===== src/rtl/uart_pkg.sv =====
// uart_pkg: shared UART types, parity constants and frame sizing helper
package uart_pkg;
  typedef enum logic [2:0] {IDLE, START, DATA, PARITY, STOP} tx_state_t;
  localparam logic PAR_EVEN = 1'b0;
  localparam logic PAR_ODD = 1'b1;
  function automatic int unsigned frame_bits(int unsigned data_width, logic par_en, logic stop2);
    return 32'd2 + data_width + {31'd0, par_en} + {31'd0, stop2};
  endfunction
endpackage


===== src/rtl/uart_tx_fifo.sv =====
// uart_tx_fifo: synchronous FIFO with registered full/empty flags and occupancy count
module uart_tx_fifo #(
  parameter int WIDTH = 8,
  parameter int DEPTH = 4
) (
  input  logic                     clk,
  input  logic                     rst,
  input  logic                     push,
  input  logic                     pop,
  input  logic [WIDTH-1:0]         wdata,
  output logic [WIDTH-1:0]         rdata,
  output logic                     full,
  output logic                     empty,
  output logic [$clog2(DEPTH):0]   count
);
  localparam int AW = $clog2(DEPTH);
  logic [WIDTH-1:0] mem [DEPTH];
  logic [AW-1:0] wr_ptr, rd_ptr;
  logic do_push, do_pop;
  logic [AW:0] count_nxt;
  assign do_push = push && !full;
  assign do_pop = pop && !empty;
  assign count_nxt = count + (AW+1)'(do_push) - (AW+1)'(do_pop);
  assign rdata = mem[rd_ptr];
  always_ff @(posedge clk)
    if (do_push) mem[wr_ptr] <= wdata;
  always_ff @(posedge clk or negedge rst)
    if (!rst) begin
      wr_ptr <= '0;
      rd_ptr <= '0;
      count <= '0;
      full <= 1'b0;
      empty <= 1'b1;
    end else begin
      wr_ptr <= do_push ? wr_ptr + 1'b1 : wr_ptr;
      rd_ptr <= do_pop ? rd_ptr + 1'b1 : rd_ptr;
      count <= count_nxt;
      full <= count_nxt == (AW+1)'(DEPTH);
      empty <= count_nxt == '0;
    end
endmodule


===== src/rtl/uart_tx_param.sv =====
// uart_tx_param: parametrised UART transmitter with input FIFO and per-frame latched config
module uart_tx_param
  import uart_pkg::*;
#(
  parameter int DATA_WIDTH = 8,
  parameter int FIFO_DEPTH = 4,
  parameter int DIV_WIDTH = 16
) (
  input  logic                          clk,
  input  logic                          rst,
  input  logic [DIV_WIDTH-1:0]          baud_div,
  input  logic                          par_en,
  input  logic                          par_typ,
  input  logic                          stop2,
  input  logic                          data_valid,
  input  logic [DATA_WIDTH-1:0]         p_data,
  output logic                          data_ready,
  output logic                          tx_out,
  output logic                          busy,
  output logic [$clog2(FIFO_DEPTH):0]   fifo_count
);
  localparam int BW = $clog2(DATA_WIDTH);
  localparam logic [BW-1:0] LAST = BW'(DATA_WIDTH - 1);
  tx_state_t state;
  logic [DATA_WIDTH-1:0] sh, fifo_rdata;
  logic [DIV_WIDTH-1:0] div_l, cnt;
  logic [BW-1:0] bit_cnt;
  logic par_l, stop2_l, par_bit;
  logic fifo_full, fifo_empty;
  logic bit_end, stop_done, pop;
  assign bit_end = cnt == div_l;
  assign stop_done = state == STOP && bit_end && (!stop2_l || bit_cnt != '0);
  assign pop = !fifo_empty && (state == IDLE || stop_done);
  assign data_ready = !fifo_full;
  uart_tx_fifo #(.WIDTH(DATA_WIDTH), .DEPTH(FIFO_DEPTH)) u_fifo (
    .clk(clk),
    .rst(rst),
    .push(data_valid),
    .pop(pop),
    .wdata(p_data),
    .rdata(fifo_rdata),
    .full(fifo_full),
    .empty(fifo_empty),
    .count(fifo_count)
  );
  always_ff @(posedge clk or negedge rst)
    if (!rst) begin
      state <= IDLE;
      sh <= '0;
      div_l <= '0;
      cnt <= '0;
      bit_cnt <= '0;
      par_l <= 1'b0;
      stop2_l <= 1'b0;
      par_bit <= 1'b0;
      tx_out <= 1'b1;
      busy <= 1'b0;
    end else begin
      cnt <= (state == IDLE || bit_end) ? '0 : cnt + 1'b1;
      case (state)
        IDLE: ;
        START:
          if (bit_end) begin
            state <= DATA;
            tx_out <= sh[0];
            sh <= sh >> 1;
            bit_cnt <= '0;
          end
        DATA:
          if (bit_end) begin
            if (bit_cnt == LAST) begin
              state <= par_l ? PARITY : STOP;
              tx_out <= par_l ? par_bit : 1'b1;
              bit_cnt <= '0;
            end else begin
              tx_out <= sh[0];
              sh <= sh >> 1;
              bit_cnt <= bit_cnt + 1'b1;
            end
          end
        PARITY:
          if (bit_end) begin
            state <= STOP;
            tx_out <= 1'b1;
            bit_cnt <= '0;
          end
        STOP:
          if (bit_end) begin
            if (stop2_l && bit_cnt == '0) bit_cnt <= BW'(1);
            else begin
              state <= IDLE;
              busy <= 1'b0;
            end
          end
        default: state <= IDLE;
      endcase
      // a pop starts the next frame and overrides any idle transition above
      if (pop) begin
        state <= START;
        tx_out <= 1'b0;
        busy <= 1'b1;
        sh <= fifo_rdata;
        div_l <= baud_div;
        par_l <= par_en;
        stop2_l <= stop2;
        par_bit <= (^fifo_rdata) ^ (par_typ != PAR_EVEN);
        bit_cnt <= '0;
      end
    end
endmodule

===== config.mk =====
export PLATFORM = sky130hd
export DESIGN_NAME = uart_tx_param
export DESIGN_NICKNAME = d
export VERILOG_FILES = /design/src/rtl/uart_pkg.sv /design/src/rtl/uart_tx_fifo.sv /design/src/rtl/uart_tx_param.sv
export SDC_FILE = /design/constraint.sdc
export NUM_CORES = 1
export LEC_CHECK = 0
export ABC_CLOCK_PERIOD_IN_PS = 6500
export CAP_MARGIN = 5
export CORE_UTILIZATION = 50
export CTS_CLUSTER_SIZE = 14
export DETAILED_ROUTE_END_ITERATION = 10
export PLACE_DENSITY = 0.7
export SLEW_MARGIN = 20
export SYNTH_ARGS = -nofsm -noshare
export SYNTH_HDL_FRONTEND = slang
export SYNTH_SLANG_ARGS = --single-unit

===== constraint.sdc =====
create_clock -name clk -period 6.5 [get_ports clk]
set_clock_uncertainty 0.15 [all_clocks]
set_input_delay 1.3 -clock clk [delete_from_list [all_inputs] [get_ports clk]]
set_output_delay 1.3 -clock clk [all_outputs]
set_load 0.005 [all_outputs]

-- After elaboration in Yosys (flattened, before gate mapping)
Memories as Yosys holds them, arrays and structs flattened.
Index checks and enable logic that the tools add are counted.
Widths: inputs -> output; s select.
- word-level logic and storage cells: 104
- RAM bits: 32
- input port bits: 30
- output and inout port bits: 6
- memories kept: 1
- bits in registers: 60
- bitwise logic cells: 1
- equality and inequality tests: 18
- add/subtract/negate cells: 6
- reduce and logical (&&, ||, !) cells: 28
- mux-type cells: 35
- memory list (memory ; words ; width ; rd ports ; clocked after Yosys merged registers in ; write ports ; line ; source):
    u_fifo.mem ; 4 ; 8 ; 1 ; 0 ; 1 ; uart_tx_fifo.sv:17 ; logic [WIDTH-1:0] mem [DEPTH];
- operators by type and width (cell ; count):
    $mux 3 ; 14
    $mux 8 ; 4
    $ne 3x2->1 const B ; 7
    $add 16x1->16 const B ; 1
    $eq 16x16->1 ; 1
    $mux 16 ; 1
    $pmux 8 s2 ; 1
    $pmux 3 s5 ; 1
    $mux 1 ; 12
    $eq 3x3->1 const B ; 3
    $logic_not 3->1 ; 3
    $pmux 3 s3 ; 1
    $reduce_and 4->1 ; 2
    $reduce_bool 4->1 ; 2
    $reduce_xor 8->1 ; 1
    $reduce_and 7->1 ; 1
    $eq 3x2->1 const B ; 2
    $logic_and 1x1->1 ; 6
    $ne 3x1->1 const B ; 2
    $reduce_bool 3->1 ; 2
    $reduce_and 5->1 ; 1
    $add 2x1->2 const B ; 2
    $ne 2x1->1 const B ; 2
    $reduce_bool 2->1 ; 2
    other kinds (10) ; 14

-- Logic depth before layout (Yosys ltp)
Gate-level depths: netlist (run 1).
- depth after elaboration: 8
- mapped depth: 16
- gate-level depth less buffers: 14

-- Modules after synthesis
From an unflattened synthesis (run 1), not the netlist that was laid out.
- cell total of the unflattened synthesis: 324
- area, all modules: 4336.7 um2
- by module, submodules not included (module ; cells an instance ; times used ; area each (um2) ; sequential area each (um2)):
    uart_tx_param ; 246 ; 1 ; 2710.1 ; 1277.5
    uart_tx_fifo ; 78 ; 1 ; 1626.6 ; 1187.4

-- Worst setup path before layout (run 1)
Ideal clock, no wire load.
- kind: reg-to-reg
- from: register cnt[11]
- to: register u_fifo.full
- path slack: 3.267 ns
- data arrival time: 2.994 ns
- path buffers: 2
- setup time: 0.088 ns
- stages on the path, launching flop included: 17
- data required time: 6.262 ns
- period minus slack after synthesis: 3.233 ns
- cell sequence: dfrtp_1 -> xnor2_1 -> nand4_1 -> nor4_2 -> buf_4 -> a21boi_4 -> or2_4 -> inv_6 -> buf_8 -> ha_1 -> inv_1 -> ha_1 -> inv_1 -> fa_1 -> xnor2_1 -> xnor2_1 -> nor3b_1
- cells in the longest elaborated chain, start to end: 8
- RTL lines (element ; line ; source):
    from (decl) ; uart_tx_param.sv:26 ; logic [DIV_WIDTH-1:0] div_l, cnt;
    from (signal assigned) ; uart_tx_param.sv:59 ; cnt <= (state == IDLE || bit_end) ? '0 : cnt + 1'b1;
    $eq 16x16->1 ; uart_tx_param.sv:31 ; assign bit_end = cnt == div_l;
    $logic_and 1x1->1 (2 in series) ; uart_tx_param.sv:32 ; assign stop_done = state == STOP && bit_end && (!stop2_l || bit_cnt != '0);
    $logic_or 1x1->1 ; uart_tx_param.sv:33 ; assign pop = !fifo_empty && (state == IDLE || stop_done);
    $logic_and 1x1->1 ; uart_tx_param.sv:33 ;
    $logic_and 1x1->1 ; uart_tx_fifo.sv:22 ; assign do_pop = pop && !empty;
    via u_fifo.do_pop ; uart_tx_fifo.sv:19 ; logic do_push, do_pop;
    $sub 3x1->3 ; uart_tx_fifo.sv:23 ; assign count_nxt = count + (AW+1)'(do_push) - (AW+1)'(do_pop);
    via u_fifo.count_nxt[2] ; uart_tx_fifo.sv:20 ; logic [AW:0] count_nxt;
    $eq 3x3->1 ; uart_tx_fifo.sv:38 ; full <= count_nxt == (AW+1)'(DEPTH);
    to (signal assigned) ; uart_tx_fifo.sv:38 ;
    to (decl) ; uart_tx_fifo.sv:12 ; output logic full,
The timed path passes the listed nets, and every way through them passes these cells.
A chain may end at the register's enable or synchronous reset.

-- Worst setup path after layout (run 1)
- from: register cnt[14]
- to: register u_fifo.full
- cells in the longest elaborated chain, start to end: 8
- RTL lines (element ; line):
    $eq 16x16->1 ; uart_tx_param.sv:31
    $logic_and 1x1->1 (2 in series) ; uart_tx_param.sv:32
    $logic_or 1x1->1 ; uart_tx_param.sv:33
    $logic_and 1x1->1 ; uart_tx_param.sv:33
    $logic_and 1x1->1 ; uart_tx_fifo.sv:22
    $sub 3x1->3 ; uart_tx_fifo.sv:23
    via u_fifo.count_nxt[2] ; uart_tx_fifo.sv:20
    $eq 3x3->1 ; uart_tx_fifo.sv:38
The timed path passes the listed nets, and every way through them passes these cells.

==> impl_metrics.toml, run 1 <==
[drt]
drcViolationCount = 0
firstDrtPassIters = 4
route.met2.wl_um = 3479
top_layer = "met4"
viasPerCell = 5.362
avgRoutedWirePerCell_um = 16.24
vias = 2515
wl_met1_um = 3754
dr.first_iter.drc_count = 88
drt_wl_total_um = 7618
wl_met3_um = 278
antenna_left = 0

[clocking]
h-tree-depth = 3
cts_root_buffer = "clkbuf_8"
cts_tree = "done"
worstSkewPairLatency_ns = 0.37
ctsHoldBuffers = 0
clock_path_buffers = 2
cts_sinks = 92
cts_resized = 0
clk_pin_slew_ns = 0.09
cts_setup_buffers = 0
cts_buffers = 9

[floorplanning]
core.rowCount = 33
start_util = 0.5217
die_w_um = 94.82
io_pins = 36
die_area_um2 = 8991
die_height_um = 94.82
coreArea_um2 = 8258

[global_routing]
grt_pass1_wl_um = 12750
first_global_vias = 2595
track_usage = 0.1913
grt_max_degree = 61
overflow = 0
antenna_found_initial = 0

[pwr]
combPwrFrac = 0.343
ir_drop_mv = 0.2144
power.share.switching = 0.3370
power.internal_w = 0.001302
power.share.sequential = 0.467
clock_power_share = 0.190
power_switching_w = 0.0006620
leakagePower_nw = 1.981
power_per_cell_area_nw_per_um2 = 401.6

[sta]
fin_crit_sh = 0.6324
clock.fmax_ghz = 0.2433
whs_ns = 0.3480
relSlewSlack = 0.3557
max_slew.worst_pin.slew_ns = 0.9585
slew_violations = 0
setup_viol = 0
setup_slack_ns = 2.389
rsz0062_at_grt = "no"
finalCriticalPeriod_ns = 4.111
hold_violations = 0
finalSetupTns_ns = 0

[yosys]
synthXorXnorAreaFrac = 0.09091
seq_area_frac_synth = 0.5722
synthArstFlopShare = 0.6522
synth-compound-area-share = 0.03892
yosys.area_share.simple = 0.1028
synth_edf_count = 32
synth_fa_ha_area_frac = 0.03369
synth_fp_nets = 366
synth_top_family_by_area = "multiplexers"
synthFlopType = "dfrtp_1"
syn_area_per_cell_um2 = 13.26
synthesis.area_um2 = 4308
yosys_warnings = 0
ys_ff_latch = 92
synth_mux_area_frac = 0.1255
synth_cell_types = 50
syn_inst = 325

[final_layout]
nets = 400
diodes = 0
syn_to_final_growth_pct = 13.53
fillers = 676
drive_above_1_share = 0.1209
instances_no_fill = 469

[critical_path]
cp_slowest_cell = "nor4_2"
critPathBufInv = 3
crit_path_cell_trace = "xnor2_1 > nand4_1 > nor4_2 > a21boi_4 > or2_4 > inv_6 > ha_1 > inv_1 > ha_1 > inv_1 > fa_1 > xnor2_1 > xnor2_1 > nor3b_1"
setup.worst_path.class = "reg2reg"
critPathMaxStageDelay_ns = 0.87
critPathTopFamily = "simple AND/OR/NAND/NOR gates"
required_ns = 6.63
critPathLaunchType = "flop"
critPathArrivalTime_ns = 4.24
path_max_fanout = 22
cp-end-kind = "flop"
crit_top_cell = "xnor2_1"

[run]
drv_cap = 0

[placement]
port_buffers = 35
dp_hpwl_um = 5253
place_ws_ns = 2.394
placed_cells = 453
place.gp.congestion = 0.8071

[outcome]
status = "finished, final reports clean"

[worst_hold_path]
min-delay-path-class = "reg2reg"
==> power by group through the flow <==
stage / Clock (W) / Sequential (W) / Combinational (W)
global route: 0.000405 / 0.000940 / 0.000743
detailed placement: 0 / 0.000931 / 0.000670
global placement: 0 / 0.000923 / 0.000664
finish: 0.000373 / 0.000917 / 0.000674
floorplan: 0 / 0.000868 / 0.000571
CTS: 0.000379 / 0.000920 / 0.000679
==> placed cells by master (no fill, tap or decap), types with 3 or more instances in the layout <==
cell             Yosys  layout
nand4_1              6       6
inv_6                1       4
a21oi_1             11      11
mux4_1               4       4
o21ai_0              5       5
mux2i_1              9       9
nor2_1              28      28
mux4_2               4       4
and2_1               5       5
nand2_1             15      15
clkdlybuf4s50_1      0      34
mux2_4              11      11
mux2_1               6       6
inv_1               15      15
edfxtp_1            32      32
xor2_1              13      13
nor2b_1              3       3
dfrtp_1             58      58
ha_1                10      10
xnor2_1             28      28
clkbuf_8             0       9
nor3_1              12      12
nand3_1              8       8
==> synth_stat cells, types with 2 or more instances <==
| cell type | instances | area [um2] |
|---|---|---|
| xor2_1 | 13 | 113.9 |
| o21ai_0 | 5 | 25.02 |
| nand4_1 | 6 | 37.54 |
| mux2i_1 | 9 | 90.09 |
| clkbuf_1 | 7 | 26.28 |
| nand3_1 | 8 | 40.04 |
| mux4_1 | 4 | 105.1 |
| nor3b_1 | 2 | 15.01 |
| nand2_1 | 15 | 56.30 |
| dfrtp_1 | 58 | 1451 |
| mux2_1 | 6 | 67.56 |
| and2_1 | 5 | 31.28 |
| nor3_1 | 12 | 60.06 |
| a32o_1 | 2 | 20.02 |
| ha_1 | 10 | 125.1 |
| mux2_2 | 2 | 22.52 |
| nand3b_1 | 2 | 15.01 |
| xnor2_2 | 2 | 32.53 |
| dfstp_2 | 2 | 52.55 |
| a21oi_1 | 11 | 55.05 |
| mux4_2 | 4 | 90.09 |
| nor2_1 | 28 | 105.1 |
| mux2_4 | 11 | 165.2 |
| xnor2_1 | 28 | 245.2 |
| edfxtp_1 | 32 | 960.9 |
| nor2b_1 | 3 | 18.77 |
| inv_1 | 15 | 56.30 |
==> logic make-up after synthesis <==
family / after synthesis
multiplexers: 36
AO/OA/AOI/OAI: 25
buffers and inverters: 29
flip-flops: 92
AND/OR/NAND/NOR: 89
XOR/XNOR: 43
adder cells (fa/ha/maj): 11
==> worst register-to-register path, stage by stage (launching register included) <==
cell and delay, ns:
dfrtp_1 0.42, xnor2_1 0.17, nand4_1 0.16, nor4_2 0.87, a21boi_4 0.21, or2_4 0.36, inv_6 0.24, ha_1 0.29
inv_1 0.06, ha_1 0.13, inv_1 0.05, fa_1 0.38, xnor2_1 0.15, xnor2_1 0.21, nor3b_1 0.21
==> through the flow <==
stage,util,area [um2],total power [W]
2_1_floorplan,-,4308,0.001439
3_3_place_gp,0.5694,4702,0.001587
3_5_place_dp,0.5694,4702,0.001601
4_1_cts,0.5923,4891,0.001978
5_1_grt,0.5923,4891,0.002088
6_report,0.5923,4891,0.001964
==> flip-flops by register name, indices dropped and copies added, names as in the netlist, 2 cells and up <==
signal,count
u_fifo.mem,32
cnt,16
div_l,16
sh,8
bit_cnt,3
state,3
u_fifo.count,3
u_fifo.rd_ptr,2
u_fifo.wr_ptr,2
==> path summary, 6_finish.rpt <==
| path | from | to | slack (ns) | cells past startpoint |
|---|---|---|---|---|
| min in group asynchronous | rst | cnt[15]$_DFF_PN0_ | 0.92 | 2 |
| max in group asynchronous | rst | stop2_l$_DFFE_PN0N_ | 4.78 | 2 |
| worst max register to register | cnt[14]$_DFF_PN0_ | u_fifo.full$_DFF_PN0_ | 2.39 | 14 |
| worst min register to register | stop2_l$_DFFE_PN0N_ | stop2_l$_DFFE_PN0N_ | 0.35 | 1 |
| worst max-delay path | cnt[14]$_DFF_PN0_ | u_fifo.full$_DFF_PN0_ | 2.39 | 14 |
| worst min-delay path | stop2_l$_DFFE_PN0N_ | stop2_l$_DFFE_PN0N_ | 0.35 | 1 |
==> final cells by class <==
class / count / area (um2) / share of cell area
sequential: 92 / 2465 / 0.5040
multi-input combinational: 204 / 1688 / 0.3451
timing repair buffer: 36 / 352.8 / 0.07214
tap: 105 / 131.4 / 0.02686
clock buffer: 9 / 123.9 / 0.02533
clock inverter: 7 / 65.06 / 0.01330
inverter: 16 / 65.06 / 0.01330
==> layer usage <==
layer | GRT usage | vias to the layer above
met1 | 0.2789 | 1254
met5 | 0 | -
met2 | 0.2752 | 49
met3 | 0.03462 | 6
li1 | - | 1206
met4 | 0.09343 | 0
Note: power is estimated with default switching activity, not from simulation.
==> run 2: changes to the inputs <==
--- a/config.mk
+++ b/config.mk
@@ -5,7 +5,7 @@
 export SDC_FILE = /design/constraint.sdc
 export NUM_CORES = 1
 export LEC_CHECK = 0
-export ABC_CLOCK_PERIOD_IN_PS = 6500
+export ABC_CLOCK_PERIOD_IN_PS = 3900
 export CAP_MARGIN = 5
 export CORE_UTILIZATION = 50
 export CTS_CLUSTER_SIZE = 14
==> constraint.sdc (replaced) <==
create_clock -name clk -period 3.9 [get_ports clk]
set_clock_uncertainty 0.15 [all_clocks]
set_input_delay 0.78 -clock clk [delete_from_list [all_inputs] [get_ports clk]]
set_output_delay 0.78 -clock clk [all_outputs]
set_load 0.005 [all_outputs]
==> run 2 against run 1 <==
Combinational power up 66%. Clock power is 94% higher. Wire length is 2.2% lower. Sequential power grew 67%. Register-to-register slack lost 2.0 ns. Largest power group unchanged. Power up 72%. Clock-buffer cell count did not move. Sequential share of layout area shrank 0.55 points. Critical path type unchanged. Hold slack got worse by 0.088 ns. Final cell count grew 0.43%. Global-route usage fell by 0.26 points.
==> impl_metrics.toml, run 2 (synthesis gave the netlist of run 1 again) <==
[outcome]
status = "finished, final reports clean"

[pwr]
power.internal_w = 0.002297
clock_power_share = 0.214
power.share.switching = 0.3189
combPwrFrac = 0.332
ir_drop_mv = 0.3917
power_per_cell_area_nw_per_um2 = 681.9
power.share.sequential = 0.454
leakagePower_nw = 2.013
power_switching_w = 0.001075

[critical_path]
regToRegSetupSlack_ns = 0.37
required_ns = 4.02
critPathLaunchType = "flop"
critPathArrivalTime_ns = 3.65
cp-end-kind = "flop"
setup.worst_path.class = "reg2reg"
reg2regPathDepth = 14
r2r_end = "u_fifo.full$_DFF_PN0_"
critical_path.startpoint = "cnt[0]$_DFF_PN0_"
reg2reg_from = "cnt[0]$_DFF_PN0_"
path_max_fanout = 13

[global_routing]
track_usage = 0.1887
grt_max_degree = 37
antenna_found_initial = 0
first_global_vias = 2457
overflow = 0
top_usage_layer = "met2"
grt_pass1_wl_um = 12500
met1_usage = 0.2691
use_met2 = 0.2836
grt_util_met3 = 0.05395

[clocking]
ctsHoldBuffers = 0
h-tree-depth = 3
clk_pin_slew_ns = 0.09
cts_setup_buffers = 0
cts_buffers = 9
cts_tree = "done"
cts_resized = 0
cts_sinks = 92
cts_root_buffer = "clkbuf_8"
clock_path_buffers = 2
worstSkewPairLatency_ns = 0.36

[run]
drv_cap = 0

[final_layout]
multi_input_area_um2 = 1688
largest_reg_flops = 32
nets = 402
final_common_cell = "dfrtp_1"
reg_top3 = "u_fifo.mem x32, cnt x16, div_l x16"
drive_above_1_share = 0.1230
fillers = 667
instances_no_fill = 471
regArea_um2 = 2465
largest_register = "u_fifo.mem"
syn_to_final_growth_pct = 14.78
final_cell_mix = "dfrtp_1 (58), clkdlybuf4s50_1 (34), edfxtp_1 (32)"
diodes = 0

[floorplanning]
die_height_um = 94.82
io_pins = 36
die_w_um = 94.82
die_area_um2 = 8991
start_util = 0.5217
core.rowCount = 33
coreArea_um2 = 8258

[sta]
whs_ns = 0.2599
hold_violations = 0
finalSetupTns_ns = 0
finalCriticalPeriod_ns = 3.531
clock.fmax_ghz = 0.2832
setup_viol = 0
rsz0062_at_grt = "no"
relSlewSlack = 0.6084
fin_crit_sh = 0.9054
slew_violations = 0
max_slew.worst_pin.slew_ns = 0.5874

[drt]
antenna_left = 0
vias = 2479
viasPerCell = 5.263
firstDrtPassIters = 4
dr.first_iter.drc_count = 112
avgRoutedWirePerCell_um = 15.82
drt_wl_total_um = 7453
drcViolationCount = 0

[worst_hold_path]
min-delay-path-class = "in2async"

[placement]
place.gp.congestion = 0.7750
dp_hpwl_um = 5264
placed_cells = 455
port_buffers = 35
==> run 2: metrics by stage <==
step                      instance area, um2  power [W]  setup slack, ns  utilization
after global placement                  4717   0.002640           0.5301       0.5712
final                                   4945   0.003372           0.3689       0.5988
after global routing                    4945   0.003590          0.09371       0.5988
after floorplan                         4308   0.002398           0.6674            -
after detailed placement                4717   0.002681           0.4194       0.5712
after CTS                               4945   0.003416           0.3517       0.5988
==> run 2: how the worst max path moves through the flow <==
stage,to,slack (ns),depth (start not counted)
final,u_fifo.full$_DFF_PN0_,0.37,14
after global routing,u_fifo.full$_DFF_PN0_,0.09,14
after CTS,u_fifo.full$_DFF_PN0_,0.35,14
after detailed placement,u_fifo.full$_DFF_PN0_,0.42,14
after global placement,u_fifo.full$_DFF_PN0_,0.53,14
after floorplan,u_fifo.full$_DFF_PN0_,0.67,16
==> run 2: final cells by class <==
class                   instances  area share
clock inverters                 7     0.02100
multi-input cells             204      0.3413
clock buffers                   9     0.02505
well taps                     105     0.02657
flip-flops and latches         92      0.4985
inverters                      16     0.01316
repair buffers                 38     0.07439
==> run 2: critical path, stage by stage, from the launching register on <==
cell and delay, ns:
dfrtp_1 0.46, xnor2_1 0.18, nand4_1 0.16, nor4_2 0.48
a21boi_4 0.17, or2_4 0.34, inv_6 0.07, ha_1 0.21
inv_1 0.06, ha_1 0.13, inv_1 0.05, fa_1 0.38
xnor2_1 0.15, xnor2_1 0.24, nor3b_1 0.24
==> run 2: power by group through the flow <==
stage,Clock (W),Combinational [W],Sequential (W)
final,0.000723,0.00112,0.00153
after global routing,0.000785,0.00124,0.00157
after global placement,0,0.00110,0.00154
after floorplan,0,0.000951,0.00145
after detailed placement,0,0.00113,0.00155
after CTS,0.000743,0.00114,0.00153
==> run 2: routing by layer <==
metal	vias to the layer above	part of all wire	routed length, um
met2	49	0.45	3383
met5	-	0	0
met1	1203	0.50	3702
met4	0	0.011	82
li1	1219	-	-
met3	8	0.038	284
==> run 3: changes to the inputs <==
--- a/config.mk
+++ b/config.mk
@@ -7,10 +7,12 @@
 export LEC_CHECK = 0
 export ABC_CLOCK_PERIOD_IN_PS = 3900
 export CAP_MARGIN = 5
-export CORE_UTILIZATION = 50
+export CELL_PAD_IN_SITES_DETAIL_PLACEMENT = 1
+export CELL_PAD_IN_SITES_GLOBAL_PLACEMENT = 1
+export CORE_UTILIZATION = 48
 export CTS_CLUSTER_SIZE = 14
 export DETAILED_ROUTE_END_ITERATION = 10
-export PLACE_DENSITY = 0.7
+export PLACE_DENSITY_LB_ADDON = 0.1
 export SLEW_MARGIN = 20
 export SYNTH_ARGS = -nofsm -noshare
 export SYNTH_HDL_FRONTEND = slang
==> run 3 against run 2 <==
Non-clock buffer count unchanged. Combinational power barely moved. Wire length is 11% higher. Design area decreased by 0.20%. Clock-buffer cell count unchanged. Final cell count increased by 0.64%. Critical path type unchanged.
==> impl_metrics.toml, run 3 (synthesis gave the netlist of run 1 again) <==
[drt]
firstDrtPassIters = 4
drt_wl_total_um = 8276
avgRoutedWirePerCell_um = 17.46
antenna_left = 0
viasPerCell = 5.291
dr.first_iter.drc_count = 63
drcViolationCount = 0
vias = 2508

[floorplanning]
die_height_um = 96.74
start_util = 0.4940
io_pins = 36
die_w_um = 96.74
coreArea_um2 = 8721
die_area_um2 = 9358
core.rowCount = 34

[clocking]
cts_sinks = 92
cts_setup_buffers = 0
clock_path_buffers = 2
ctsHoldBuffers = 0
cts_resized = 0
cts_root_buffer = "clkbuf_8"
cts_buffers = 9
cts_tree = "done"
clk_pin_slew_ns = 0.09
h-tree-depth = 3
worstSkewPairLatency_ns = 0.35

[final_layout]
largest_register = "u_fifo.mem"
diodes = 0
multi_input_area_um2 = 1688
regArea_um2 = 2465
reg_top3 = "u_fifo.mem x32, cnt x16, div_l x16"
largest_reg_flops = 32
drive_above_1_share = 0.1202
final_common_cell = "dfrtp_1"
fillers = 875
syn_to_final_growth_pct = 14.55
nets = 402
final_cell_mix = "dfrtp_1 (58), clkdlybuf4s50_1 (34), edfxtp_1 (32)"

[global_routing]
first_global_vias = 2701
overflow = 0
antenna_found_initial = 0
track_usage = 0.1939
grt_pass1_wl_um = 14120
grt_max_degree = 41

[placement]
port_buffers = 35
dp_hpwl_um = 5933
place.gp.congestion = 0.7807

[critical_path]
setup.worst_path.class = "reg2reg"
cp_slowest_cell = "nor4_2"
cp.depth = 14
critPathLaunchType = "flop"
critPathArrivalTime_ns = 3.60
path_max_fanout = 13
crit_top_cell = "xnor2_1"
critPathMaxStageDelay_ns = 0.48
critPathTopFamily = "simple AND/OR/NAND/NOR gates"
crit_path_cell_trace = "xnor2_1 > nand4_1 > nor4_2 > a21boi_4 > or2_4 > inv_6 > ha_1 > inv_1 > ha_1 > inv_1 > fa_1 > xnor2_1 > xnor2_1 > nor3b_1"
required_ns = 4.01
reg2regPathDepth = 14
cp-end-kind = "flop"
critPathBufInv = 3

[sta]
max_slew.worst_pin.slew_ns = 0.5300
rsz0062_at_grt = "no"
setup_viol = 0
fin_crit_sh = 0.8939
relSlewSlack = 0.6439
hold_violations = 0
finalSetupTns_ns = 0
slew_violations = 0
clock.fmax_ghz = 0.2868
finalCriticalPeriod_ns = 3.486

[pwr]
leakagePower_nw = 2.006
power_per_cell_area_nw_per_um2 = 677.9
finalPower_w = 0.003345
ir_drop_mv = 0.2686

[run]
drv_cap = 0

[outcome]
status = "finished, final reports clean"

[worst_hold_path]
min-delay-path-class = "in2async"
run 3: cell types whose count changed in the layout (fill, tap and decap cells not counted), sizes merged:
cell | before | now
clkinv | 1 | 4
inv | 20 | 17
run 3: path summary, 6_finish.rpt:
check	startpoint	endpoint	slack, ns
max	cnt[12]$_DFF_PN0_	u_fifo.full$_DFF_PN0_	0.41
max in group asynchronous	rst	div_l[13]$_DFFE_PN0N_	2.46
min	rst	busy$_DFFE_PN0P_	0.23
max reg2reg	cnt[12]$_DFF_PN0_	u_fifo.full$_DFF_PN0_	0.41
min in group clk	stop2_l$_DFFE_PN0N_	stop2_l$_DFFE_PN0N_	0.35
min reg2reg	stop2_l$_DFFE_PN0N_	stop2_l$_DFFE_PN0N_	0.35
run 3: metrics by stage:
stage          area, um2  cells  setup WS, ns    util  hold WS, ns
2_1_floorplan       4308    325        0.6674       -       0.3083
3_5_place_dp        4721    458        0.4117  0.5413       0.3441
6_report            4935    474        0.4138  0.5659       0.2267
4_1_cts             4935    474        0.3601  0.5659       0.2275
5_1_grt             4935    474        0.1312  0.5659       0.2513
3_3_place_gp        4721    458        0.5694  0.5413       0.3287
run 3: report_power, final:
group          switching [W]  internal [W]  leakage, nW
logic               0.000498      0.000634        0.868
registers           0.000237       0.00129         1.03
clock network       0.000325      0.000359        0.109
total                0.00106       0.00229         2.01
run 3: layer usage:
metal,part of all wire,up-vias,wire length [um],GRT usage
li1,-,1205,-,-
met2,0.46,32,3781,0.2914
met5,0,-,0,0
met1,0.51,1261,4197,0.2847
met4,0.014,0,112,0.07348
met3,0.022,10,185,0.03107
run 3: final cells by class:
type	count	area share
inverter	16	0.01318
clock inverter	7	0.01826
timing repair buffer	38	0.07454
tap	108	0.02738
multi-input combinational	204	0.3420
clock buffer	9	0.02510
sequential	92	0.4995
